--- src/rtl/req_ack_responder.sv ---
// req_ack_responder: responder side of a four-phase req/ack handshake.
// After req is sampled high in IDLE, ack rises lat_cfg+1 edges later.
// ack is then held until req falls. If req drops before ack, a one-cycle
// err pulse is raised. Completed handshakes are counted in txn_cnt.
// Every output comes from a register.
// Optional build macro: REQ_ACK_RESPONDER_SVA_EN enables the embedded
// protocol assertions and a cover point; the logic is the same either way.
module req_ack_responder #(
  parameter int LAT_W = 4,
  parameter int CNT_W = 8
) (
  input  logic             clk,
  input  logic             rst,
  input  logic             req,
  input  logic [LAT_W-1:0] lat_cfg,
  output logic             ack,
  output logic             busy,
  output logic             err,
  output logic [CNT_W-1:0] txn_cnt
);

  typedef enum logic [1:0] {
    ST_IDLE = 2'd0,
    ST_WAIT = 2'd1,
    ST_ACK  = 2'd2
  } state_t;

  state_t           r_state;
  state_t           w_state_next;
  logic [LAT_W-1:0] r_cnt;
  logic [LAT_W-1:0] w_cnt_next;
  logic             r_ack;
  logic             w_ack_next;
  logic             r_busy;
  logic             w_busy_next;
  logic             r_err;
  logic             w_err_next;
  logic [CNT_W-1:0] r_txn_cnt;
  logic [CNT_W-1:0] w_txn_cnt_next;

  // State and output registers. Reset clears them at once, so ack and
  // busy drop mid-transaction without producing an err pulse.
  always_ff @(posedge clk or posedge rst) begin
    if (rst) begin
      r_state   <= ST_IDLE;
      r_cnt     <= '0;
      r_ack     <= 1'b0;
      r_busy    <= 1'b0;
      r_err     <= 1'b0;
      r_txn_cnt <= '0;
    end else begin
      r_state   <= w_state_next;
      r_cnt     <= w_cnt_next;
      r_ack     <= w_ack_next;
      r_busy    <= w_busy_next;
      r_err     <= w_err_next;
      r_txn_cnt <= w_txn_cnt_next;
    end
  end

  // Next-state logic. ack, busy and err are computed one edge early so
  // that each output is a flop with no combinational path from req.
  always_comb begin
    w_state_next   = r_state;
    w_cnt_next     = r_cnt;
    w_ack_next     = r_ack;
    w_err_next     = 1'b0;
    w_txn_cnt_next = r_txn_cnt;
    unique case (r_state)
      ST_IDLE: begin
        w_ack_next = 1'b0;
        if (req) begin
          // lat_cfg is captured only here; later changes have no effect
          // on a transaction that has already started.
          w_cnt_next   = lat_cfg;
          w_state_next = ST_WAIT;
        end
      end
      ST_WAIT: begin
        w_ack_next = 1'b0;
        if (!req) begin
          // An early drop has priority over the countdown, even when cnt==0.
          w_err_next   = 1'b1;
          w_state_next = ST_IDLE;
        end else if (r_cnt != '0) begin
          w_cnt_next = r_cnt - LAT_W'(1);
        end else begin
          w_ack_next   = 1'b1;
          w_state_next = ST_ACK;
        end
      end
      ST_ACK: begin
        if (!req) begin
          w_ack_next     = 1'b0;
          w_txn_cnt_next = r_txn_cnt + CNT_W'(1);
          w_state_next   = ST_IDLE;
        end
      end
      default: begin
        w_ack_next   = 1'b0;
        w_state_next = ST_IDLE;
      end
    endcase
    w_busy_next = (w_state_next != ST_IDLE);
  end

  assign ack     = r_ack;
  assign busy    = r_busy;
  assign err     = r_err;
  assign txn_cnt = r_txn_cnt;

`ifdef REQ_ACK_RESPONDER_SVA_EN
  // Once req rises, it must stay high until ack rises.
  // An early drop, which also raises err, makes this property fail.
  a_req_until_ack: assert property (@(posedge clk) disable iff (rst)
    $rose(req) |-> (req until $rose(ack)));

  a_ack_after_req: assert property (@(posedge clk) disable iff (rst)
    $rose(ack) |-> $past(req));

  a_ack_drops: assert property (@(posedge clk) disable iff (rst)
    ($fell(req) && ack) |=> !ack);

  a_ack_busy: assert property (@(posedge clk) disable iff (rst)
    ack |-> busy);

  a_err_no_ack: assert property (@(posedge clk) disable iff (rst)
    err |-> !ack);

  c_lat_zero: cover property (@(posedge clk) disable iff (rst)
    (r_state == ST_IDLE && req && lat_cfg == '0) ##1 $rose(ack));
`endif

endmodule

--- config.mk ---
export PLATFORM = sky130hd
export DESIGN_NAME = req_ack_responder
export DESIGN_NICKNAME = d
export VERILOG_FILES = /design/src/rtl/req_ack_responder.sv
export SDC_FILE = /design/constraint.sdc
export NUM_CORES = 1
export LEC_CHECK = 0
export ABC_CLOCK_PERIOD_IN_PS = 1800
export CORE_MARGIN = 2
export CORE_UTILIZATION = 40
export DETAILED_ROUTE_END_ITERATION = 10
export GPL_TIMING_DRIVEN = 0
export MAX_ROUTING_LAYER = met4
export PLACE_DENSITY = 0.64
export SLEW_MARGIN = 0
export SYNTH_ARGS = -nofsm -noshare
export SYNTH_HDL_FRONTEND = slang
export SYNTH_SLANG_ARGS = --single-unit
--- constraint.sdc ---
create_clock -name clk -period 1.8 [get_ports clk]
set_input_delay 0.18 -clock clk [delete_from_list [all_inputs] [get_ports clk]]
set_output_delay 0.18 -clock clk [all_outputs]
set_load 0.03 [all_outputs]
==> results.sh, run 1 <==
export IMPL_status="complete, no violations"
export IMPL_dp_hpwl_mm=1.094
export IMPL_die_w_um=49.68
export IMPL_cts_setup_buffers=0
export IMPL_use_met2_pct=21.56
export IMPL_cts_hold_buf=0
export IMPL_seq_area_frac_synth_pct=50.97
export IMPL_cts_tree="done"
export IMPL_grt_ovfl_total=0
export IMPL_clock_path_buffers=2
export IMPL_cp_num_buf_inv=1
export IMPL_fin_crit_sh_pct=91.71
export IMPL_clock_latency_ns=0.28
export IMPL_crit_required_ns=1.97
export IMPL_p_per_area_nw_per_um2=1150
export IMPL_grt_max_degree=18
export IMPL_critPathMaxFanout=5
export IMPL_syn_avg_cell_area_um2=11.59
export IMPL_diodes=0
export IMPL_setup_viol=0
export IMPL_synth_area_leaders="dfrtp_1 51%, xnor2_1 6.3%, ha_1 3.0%"
export IMPL_drc=0
export IMPL_globalRouteTotalUtil_pct=14.48
export IMPL_numCtsBuffers=3
export IMPL_drt_first_pass_iters=4
export IMPL_reg2reg_depth=5
export IMPL_drt_iter0_markers=12
export IMPL_post_cts_resized=0
export IMPL_ys_seq_elements=17
export IMPL_die_area_um2=2468
export IMPL_drt_wl_total_mm=1.451
export IMPL_finalHoldViolations=0
export IMPL_ant_nets=0
export IMPL_synth_area_um2=834.6
export IMPL_dr_total_vias=623
export IMPL_cpPeakStageDelay_ns=0.42
export IMPL_clkTransAtPathRegs_ns=0.09
export IMPL_rsz0062_at_grt="no"
export IMPL_synth_nets=81
export IMPL_synth_top_area_share_pct=50.97
export IMPL_yosysWarnings=0
export IMPL_drive_gt1_share_pct=10.75
export IMPL_final_cell_mix="17 x dfrtp_1, 17 x clkdlybuf4s50_1, 6 x xnor2_1, 5 x o21ai_0, 4 x inv_1"
export IMPL_die_h_um=49.68
export IMPL_synth_cell_types=33
export IMPL_peakVddDrop_v=0.0006636
export IMPL_end_kind="register"
export IMPL_worstMarginPinSlew_ns=0.6203
export IMPL_crit_chain="inv_1 -> ha_1 -> and4bb_1 -> or2_4 -> a211o_1"
export IMPL_setup_tns_ns=0
export IMPL_place_congestion=0.7976
export IMPL_clock_tree_root_cell="clkbuf_4"
export IMPL_critical_path_top_delay_family="simple AND/OR/NAND/NOR gates"
export IMPL_hold_path_class="input pin to asynchronous set/reset pin"
export IMPL_core_area_um2=1962
export IMPL_rows=16
export IMPL_nets=103
export IMPL_wl_per_cell_um=12.09
export IMPL_slowest_stage="dfrtp_1"
export IMPL_slew_violations=0
export IMPL_fin_skew_ns=0.003803
export IMPL_reg2reg_from="r_cnt[0]"
export IMPL_p_leak_nw=0.4573
export IMPL_finalHoldWorstSlack_ns=0.2689
export IMPL_criticalPathCategory="register to register"
export IMPL_ctsHtreeMaxLevel=1
export IMPL_top_usage_layer="met2"
export IMPL_arrival_ns=1.82
export IMPL_io_buffers=17
export IMPL_ios=18
export IMPL_grt_pass1_wl_mm=2.649
export IMPL_cts_sinks=17
export IMPL_dp_cells=116
export IMPL_antenna_found_initial=0
export IMPL_start_kind="register"
export IMPL_path_depth=5
export IMPL_start_util_pct=42.54
export IMPL_min_period_ns=1.651
export IMPL_viasPerCell=5.192
export IMPL_grt_use_met3_pct=5.758
export IMPL_clock_fmax_mhz=605.8
export IMPL_first_global_vias=594
export IMPL_startpoint="r_cnt[0]"
export IMPL_synthCells=72
export IMPL_cap_viol_max_count=0
export IMPL_area_growth_pct=27.59
export IMPL_yosysTopAreaCell="dfrtp_1"
export IMPL_final_cells=120
export IMPL_slew_limit_headroom_pct=58.60
export IMPL_fillers=188
export IMPL_grt_util_met1_pct=18.24
kinds of logic after synthesis:
group           after synthesis  synth area share (%)
simple gates                 25                 23.24
fa+ha+maj                     2                 2.998
xor+xnor                      7                 7.346
mux                           1                 1.349
buf+inv                       6                 3.298
compound gates               14                 10.80
flops                        17                 50.97
worst reg2reg max path: cells and delay by family (launching register included):
| kind | cells | cell delay (ns) |
|---|---|---|
| buffers and inverters | 1 | 0.06 |
| flip-flops | 1 | 0.42 |
| AO/OA/AOI/OAI | 1 | 0.30 |
| adder cells (fa/ha/maj) | 1 | 0.24 |
| AND/OR/NAND/NOR | 2 | 0.52 |
final cells by class:
type | count | area (um^2) | area share (%)
Inverter | 4 | 15.01 | 1.410
Clock buffer | 4 | 26.28 | 2.468
Tap cell | 27 | 33.78 | 3.173
Buffer | 2 | 12.51 | 1.175
Timing Repair Buffer | 17 | 170.2 | 15.98
Multi-Input combinational cell | 49 | 381.6 | 35.84
Sequential cell | 17 | 425.4 | 39.95
through the flow:
step | setup slack (ns) | util [%] | power (mW) | instance area [um^2]
after CTS | 0.1610 | 54.27 | 1.236 | 1065
after floorplan | 0.2925 | - | 0.8788 | 834.6
final | 0.1492 | 54.27 | 1.225 | 1065
after detailed placement | 0.1138 | 52.93 | 1.037 | 1039
after global placement | 0.1188 | 52.93 | 1.030 | 1039
after global routing | 0.06658 | 54.27 | 1.326 | 1065
final timing paths:
check,endpoint,slack [ns]
min in group clk,txn_cnt[7],0.47
min,r_cnt[3],0.27
max in group asynchronous,txn_cnt[3],1.13
min reg2reg,txn_cnt[7],0.47
max,r_cnt[0],0.15
max reg2reg,r_cnt[0],0.15
registers in the layout, indices dropped and copies added, names as in the netlist:
register and count:
ack 1, busy 1, err 1, r_cnt 4
r_state 2, txn_cnt 8
power breakdown:
part	total (mW)	internal, mW	switching [mW]
registers	0.553	0.469	0.0838
clock network	0.195	0.0860	0.109
logic	0.477	0.229	0.248
metal layers:
layer  share of wire [%]  wire length [um]
met5                   0                 0
met4                0.83                12
met3                 5.5                80
met2                  44               633
met1                  50               724
cell usage after synthesis, drive strengths merged:
master / count
a21boi: 3
nor2: 1
dfrtp: 17
nand3b: 2
inv: 4
nor4: 1
nor3b: 4
nand2b: 3
or2: 1
o21ai: 5
nor4bb: 1
xnor2: 6
a211o: 1
and4bb: 2
and4: 1
a21oi: 2
buf: 2
o31ai: 1
and3: 1
ha: 2
nand3: 3
xor2: 1
and2: 1
mux2: 1
o31a: 1
nand2: 1
nand4: 2
nor3: 1
a22oi: 1
No activity file was read; power rests on OpenSTA's default activity.
==> run 2: changes to the inputs <==
--- a/config.mk
+++ b/config.mk
@@ -11,7 +11,7 @@
 export DETAILED_ROUTE_END_ITERATION = 10
 export GPL_TIMING_DRIVEN = 0
 export MAX_ROUTING_LAYER = met4
-export PLACE_DENSITY = 0.64
+export PLACE_DENSITY = 0.66
 export SLEW_MARGIN = 0
 export SYNTH_ARGS = -nofsm -noshare
 export SYNTH_HDL_FRONTEND = slang
==> run 2 against run 1 <==
  * Final area up 0.12%
  * First-iteration DRC count down 83%
  * Critical path type unchanged
  * Wire length up 1.1%
  * Clock skew up 0.0056 ns
  * Non-clock buffer count unchanged
  * Combinational power about the same
  * Highest routed layer unchanged
  * Cell count unchanged
  * Worst setup slack better by 0.018 ns
  * Sequential power down 0.7%
  * Critical path depth unchanged
  * Register-to-register slack better by 0.02 ns
==> results.sh, run 2 (synthesized netlist as in run 1, its figures left out) <==
export IMPL_globalRouteTotalUtil_pct=13.93
export IMPL_ctsHtreeMaxLevel=1
export IMPL_drt_wl_total_mm=1.467
export IMPL_diodes=0
export IMPL_peakVddDrop_v=0.0006414
export IMPL_io_buffers=17
export IMPL_clock_tree_root_cell="clkbuf_4"
export IMPL_place_congestion=0.7884
export IMPL_slew_limit_headroom_pct=58.13
export IMPL_criticalPathCategory="register to register"
export IMPL_numCtsBuffers=3
export IMPL_rows=16
export IMPL_core_area_um2=1962
export IMPL_cap_viol_max_count=0
export IMPL_worstMarginPinSlew_ns=0.6273
export IMPL_clock_latency_ns=0.30
export IMPL_fillers=193
export IMPL_wl_per_cell_um=12.23
export IMPL_area_growth_pct=27.74
export IMPL_drc=0
export IMPL_fin_crit_sh_pct=90.72
export IMPL_utilization_pct=54.34
export IMPL_final_cells=120
export IMPL_setup_tns_ns=0
export IMPL_post_cts_resized=0
export IMPL_dp_cells=116
export IMPL_clock_path_buffers=2
export IMPL_cts_sinks=17
export IMPL_dp_hpwl_mm=1.080
export IMPL_grt_pass1_wl_mm=2.428
export IMPL_die_area_um2=2468
export IMPL_setup_viol=0
export IMPL_cts_hold_buf=0
export IMPL_p_per_area_nw_per_um2=1158
export IMPL_p_leak_nw=0.4601
export IMPL_rsz0062_at_grt="no"
export IMPL_drt_iter0_markers=2
export IMPL_cts_setup_buffers=0
export IMPL_post_route_cell_area_um2=1066
export IMPL_first_global_vias=591
export IMPL_largest_reg_flops=8
export IMPL_fin_skew_ns=0.009452
export IMPL_drt_first_pass_iters=3
export IMPL_grt_ovfl_total=0
export IMPL_critPathMaxFanout=5
export IMPL_status="complete, no violations"
export IMPL_drive_gt1_share_pct=11.83
export IMPL_crit_required_ns=1.98
export IMPL_slew_violations=0
export IMPL_place_area_um2=1039
export IMPL_cts_tree="done"
export IMPL_ant_nets=0
export IMPL_multi_input_area_um2=381.6
export IMPL_ios=18
export IMPL_arrival_ns=1.82
export IMPL_clkTransAtPathRegs_ns=0.11
export IMPL_die_h_um=49.68
export IMPL_end_kind="register"
export IMPL_clock_fmax_mhz=612.4
export IMPL_finalHoldViolations=0
export IMPL_min_period_ns=1.633
export IMPL_start_util_pct=42.54
export IMPL_antenna_found_initial=0
export IMPL_nets=103
export IMPL_hold_path_class="input pin to asynchronous set/reset pin"
export IMPL_start_kind="register"
export IMPL_dr_total_vias=622
export IMPL_finalHoldWorstSlack_ns=0.2551
export IMPL_grt_max_degree=18
export IMPL_final_cell_mix="17 x dfrtp_1, 17 x clkdlybuf4s50_1, 6 x xnor2_1, 5 x o21ai_0, 4 x inv_1"
export IMPL_regArea_um2=425.4
export IMPL_viasPerCell=5.183
export IMPL_die_w_um=49.68
[run 2: cell types whose count changed in the layout (fill, tap and decap cells not counted), sizes merged]
cell	previous run	this run
clkbuf	4	3
clkinv	0	1
[run 2: worst max-delay path, stage by stage, from the launching register on]
cell	delay, ns
dfrtp_1	0.41
inv_1	0.06
ha_1	0.23
and4bb_1	0.26
or2_4	0.27
a211o_1	0.29
[run 2: metal layers]
| metal | GRT usage (%) | part of all wire [%] |
|---|---|---|
| met5 | - | 0 |
| met4 | 9.722 | 2.9 |
| met3 | 3.939 | 5.2 |
| met2 | 23.33 | 48 |
| met1 | 13.89 | 44 |
[run 2: final timing paths]
path / from / to / slack [ns] / cells past startpoint
setup reg to reg: r_cnt[0] / r_cnt[0] / 0.17 / 5
min in group clk: txn_cnt[7] / txn_cnt[7] / 0.48 / 1
hold / removal: rst / err / 0.26 / 2
setup / recovery: r_cnt[0] / r_cnt[0] / 0.17 / 5
max in group asynchronous: rst / r_cnt[0] / 1.13 / 2
hold reg to reg: txn_cnt[7] / txn_cnt[7] / 0.48 / 1
[run 2: stage by stage]
stage | power (mW) | setup slack (ns)
finish | 1.235 | 0.1671
global route | 1.330 | 0.09529
CTS | 1.254 | 0.1568
detailed placement | 1.041 | 0.1149
global placement | 1.026 | 0.1332
floorplan | 0.8788 | 0.2925
[run 2: area by class of cell]
cell class / count / area share, %
plain buffers: 2 / 1.174
clock buffers: 3 / 2.113
flip-flops and latches: 17 / 39.91
well taps: 27 / 3.169
clock inverters: 1 / 0.4695
inverters: 4 / 1.408
multi-input cells: 49 / 35.80
repair buffers: 17 / 15.96
[run 2: power by group]
group	internal [mW]	switching (mW)	total [mW]
Clock	0.0828	0.126	0.209
Combinational	0.230	0.248	0.477
Sequential	0.469	0.0800	0.549
==> run 3: changes to the inputs <==
--- a/config.mk
+++ b/config.mk
@@ -5,8 +5,8 @@
 export SDC_FILE = /design/constraint.sdc
 export NUM_CORES = 1
 export LEC_CHECK = 0
+export ABC_AREA = 1
 export ABC_CLOCK_PERIOD_IN_PS = 1800
-export CORE_MARGIN = 2
 export CORE_UTILIZATION = 40
 export DETAILED_ROUTE_END_ITERATION = 10
 export GPL_TIMING_DRIVEN = 0
==> run 3 against run 2 <==
  * Critical path depth decreased by 4
  * Flip-flop and latch count unchanged
  * Die area decreased by 1.9%
  * Synthesized area increased by 6.7%
  * Critical endpoint is now txn_cnt[4]
==> results.sh, run 3 <==
export IMPL_cts_setup_buffers=0
export IMPL_drt_first_pass_iters=2
export IMPL_setup_tns_ns=0
export IMPL_combPwrFrac_pct=40.7
export IMPL_drt_iter0_markers=3
export IMPL_finalHoldViolations=0
export IMPL_reg2reg_from="r_cnt[0]"
export IMPL_reg2reg_depth=9
export IMPL_first_global_vias=660
export IMPL_die_area_um2=2420
export IMPL_synth_area_leaders="dfrtp_1 48%, nand2_1 16%, inv_1 6.7%"
export IMPL_area_growth_pct=25.84
export IMPL_async_flop_share_pct=100.0
export IMPL_clock_fmax_mhz=614.9
export IMPL_crit_end="txn_cnt[4]"
export IMPL_grt_max_degree=18
export IMPL_cp_num_buf_inv=1
export IMPL_grt_ovfl_total=0
export IMPL_io_buffers=17
export IMPL_cpPeakStageDelay_ns=0.71
export IMPL_dr_total_vias=706
export IMPL_crit_chain="clkdlybuf4s50_1"
export IMPL_ant_nets=0
export IMPL_drt_wl_total_mm=1.453
export IMPL_ys_seq_elements=17
export IMPL_critical_path_top_delay_family="buffers and inverters"
export IMPL_synthCells=110
export IMPL_critPathMaxFanout=7
export IMPL_startpoint="txn_cnt[4]"
export IMPL_rsz0062_at_grt="no"
export IMPL_die_h_um=49.19
export IMPL_synth_top_area_share_pct=47.75
export IMPL_dp_hpwl_mm=1.112
export IMPL_cts_tree="done"
export IMPL_end_kind="output pin"
export IMPL_final_cell_mix="37 x nand2_1, 17 x dfrtp_1, 17 x clkdlybuf4s50_1, 16 x inv_1, 9 x nor2_1"
export IMPL_slew_violations=0
export IMPL_reg2reg_slack_ns=0.34
export IMPL_ios=18
export IMPL_synth_area_um2=890.9
export IMPL_ctsHtreeMaxLevel=1
export IMPL_antenna_found_initial=0
export IMPL_pwr_share_clk_pct=15.4
export IMPL_die_w_um=49.19
export IMPL_timing_rr_end="r_cnt[0]"
export IMPL_core_area_um2=2022
export IMPL_hold_path_class="input pin to asynchronous set/reset pin"
export IMPL_clock_latency_ns=0.28
export IMPL_yosysWarnings=0
export IMPL_largest_reg_flops=8
export IMPL_slew_limit_headroom_pct=57.58
export IMPL_cts_hold_buf=0
export IMPL_synth_edf_count=0
export IMPL_syn_avg_cell_area_um2=8.099
export IMPL_grt_pass1_wl_mm=2.766
export IMPL_synth_most_common_cell="nand2_1"
export IMPL_drc=0
export IMPL_p_int_mw=0.7705
export IMPL_seqPwrFrac_pct=43.9
export IMPL_synth_nets=119
export IMPL_numCtsBuffers=3
export IMPL_netSwitchingFraction_pct=40.45
export IMPL_p_per_area_nw_per_um2=1154
export IMPL_yosys_most_used_dff="dfrtp_1"
export IMPL_place_congestion=0.8086
export IMPL_clkTransAtPathRegs_ns=0.10
export IMPL_yosysTopAreaCell="dfrtp_1"
export IMPL_clock_tree_root_cell="clkbuf_4"
export IMPL_globalRouteTotalUtil_pct=15.62
export IMPL_fin_crit_sh_pct=90.35
export IMPL_post_synth_most_frequent_cells="37 x nand2_1, 17 x dfrtp_1, 16 x inv_1, 9 x nor2_1, 7 x nand3_1"
export IMPL_worstMarginPinSlew_ns=0.6356
export IMPL_start_kind="register"
export IMPL_nets=141
export IMPL_setup_ws_ns=0.1738
export IMPL_path_depth=1
export IMPL_cts_sinks=17
export IMPL_slowest_stage="clkdlybuf4s50_1"
export IMPL_setup_viol=0
export IMPL_diodes=0
export IMPL_rows=16
export IMPL_dp_slack_ns=0.3852
export IMPL_fin_skew_ns=0.003379
export IMPL_p_leak_nw=0.5582
export IMPL_p_switching_mw=0.5234
export IMPL_final_common_cell="nand2_1"
export IMPL_post_cts_resized=0
export IMPL_min_period_ns=1.626
export IMPL_drive_gt1_share_pct=9.924
export IMPL_seq_area_frac_synth_pct=47.75
export IMPL_start_util_pct=44.06
export IMPL_viasPerCell=4.468
export IMPL_peakVddDrop_v=0.0005735
export IMPL_cap_viol_max_count=0
export IMPL_power_mw=1.294
export IMPL_crit_required_ns=1.62
export IMPL_synth_cell_types=17
export IMPL_wl_per_cell_um=9.196
export IMPL_arrival_ns=1.45
export IMPL_clock_path_buffers=2
export IMPL_criticalPathCategory="register to output pin"
export IMPL_status="complete, no violations"
[run 3: cell count changes after synthesis, moves of 4 or more]
cell	change
nand3_1	+4
nand2_1	+36
nor2_1	+8
xnor2_1	-6
inv_1	+12
[run 3: worst reg2reg max path, stage by stage, from the launching register on]
cell	delay [ns]
dfrtp_1	0.39
inv_1	0.14
ha_1	0.19
inv_1	0.04
nor2_1	0.19
nand2_1	0.10
nand2_2	0.11
inv_2	0.08
nand2_1	0.07
o21ai_2	0.05
[run 3: power groups by stage]
stage	Combinational (mW)	Sequential (mW)	Clock [mW]
3_3_place_gp	0.516	0.575	0
4_1_cts	0.532	0.568	0.210
5_1_grt	0.597	0.582	0.219
2_1_floorplan	0.297	0.643	0
3_5_place_dp	0.529	0.576	0
6_report	0.527	0.568	0.199
[run 3: cell families (layout without fill, tap and decap cells)]
family	Yosys count	in the layout	synth area share, %
adders and majority gates	2	2	2.809
xor gates and xnor gates	3	3	2.950
and+or+nand+nor	63	63	34.13
AOI/OAI and AO/OA	7	7	4.775
DFF	17	17	47.75
buffers and inverters	18	39	7.585
[run 3: final cells by class]
class / instances / area, um^2
Tap cell: 27 / 33.78
Timing Repair Buffer: 17 / 170.2
Sequential cell: 17 / 425.4
Multi-Input combinational cell: 75 / 397.9
Fill cell: 201 / 900.9
Clock buffer: 4 / 26.28
Inverter: 18 / 67.56
[run 3: worst min-delay path by stage]
stage	start	to	slack (ns)	depth (start not counted)
5_1_grt	rst	err	0.36	2
4_1_cts	rst	r_state[1]	0.30	2
3_5_place_dp	txn_cnt[7]	txn_cnt[7]	0.52	2
3_3_place_gp	txn_cnt[6]	txn_cnt[6]	0.51	2
2_1_floorplan	rst	ack	0.11	1
6_report	rst	r_cnt[3]	0.27	2
[run 3: stage by stage]
stage	cells	hold WS (ns)	cell area [um^2]	util (%)
6_report	158	0.2706	1121	55.45
5_1_grt	158	0.3633	1121	55.45
4_1_cts	158	0.3002	1121	55.45
3_5_place_dp	154	0.5200	1095	54.15
3_3_place_gp	154	0.5112	1095	54.15
2_1_floorplan	110	0.1061	890.9	-
[run 3: metal layers]
layer / track usage (%) / wire length [um] / vias to the layer above
met4: 9.804 / 38 / 0
li1: - / - / 381
met1: 19.48 / 751 / 309
met2: 23.29 / 620 / 12
met5: - / 0 / -
met3: 2.804 / 42 / 4
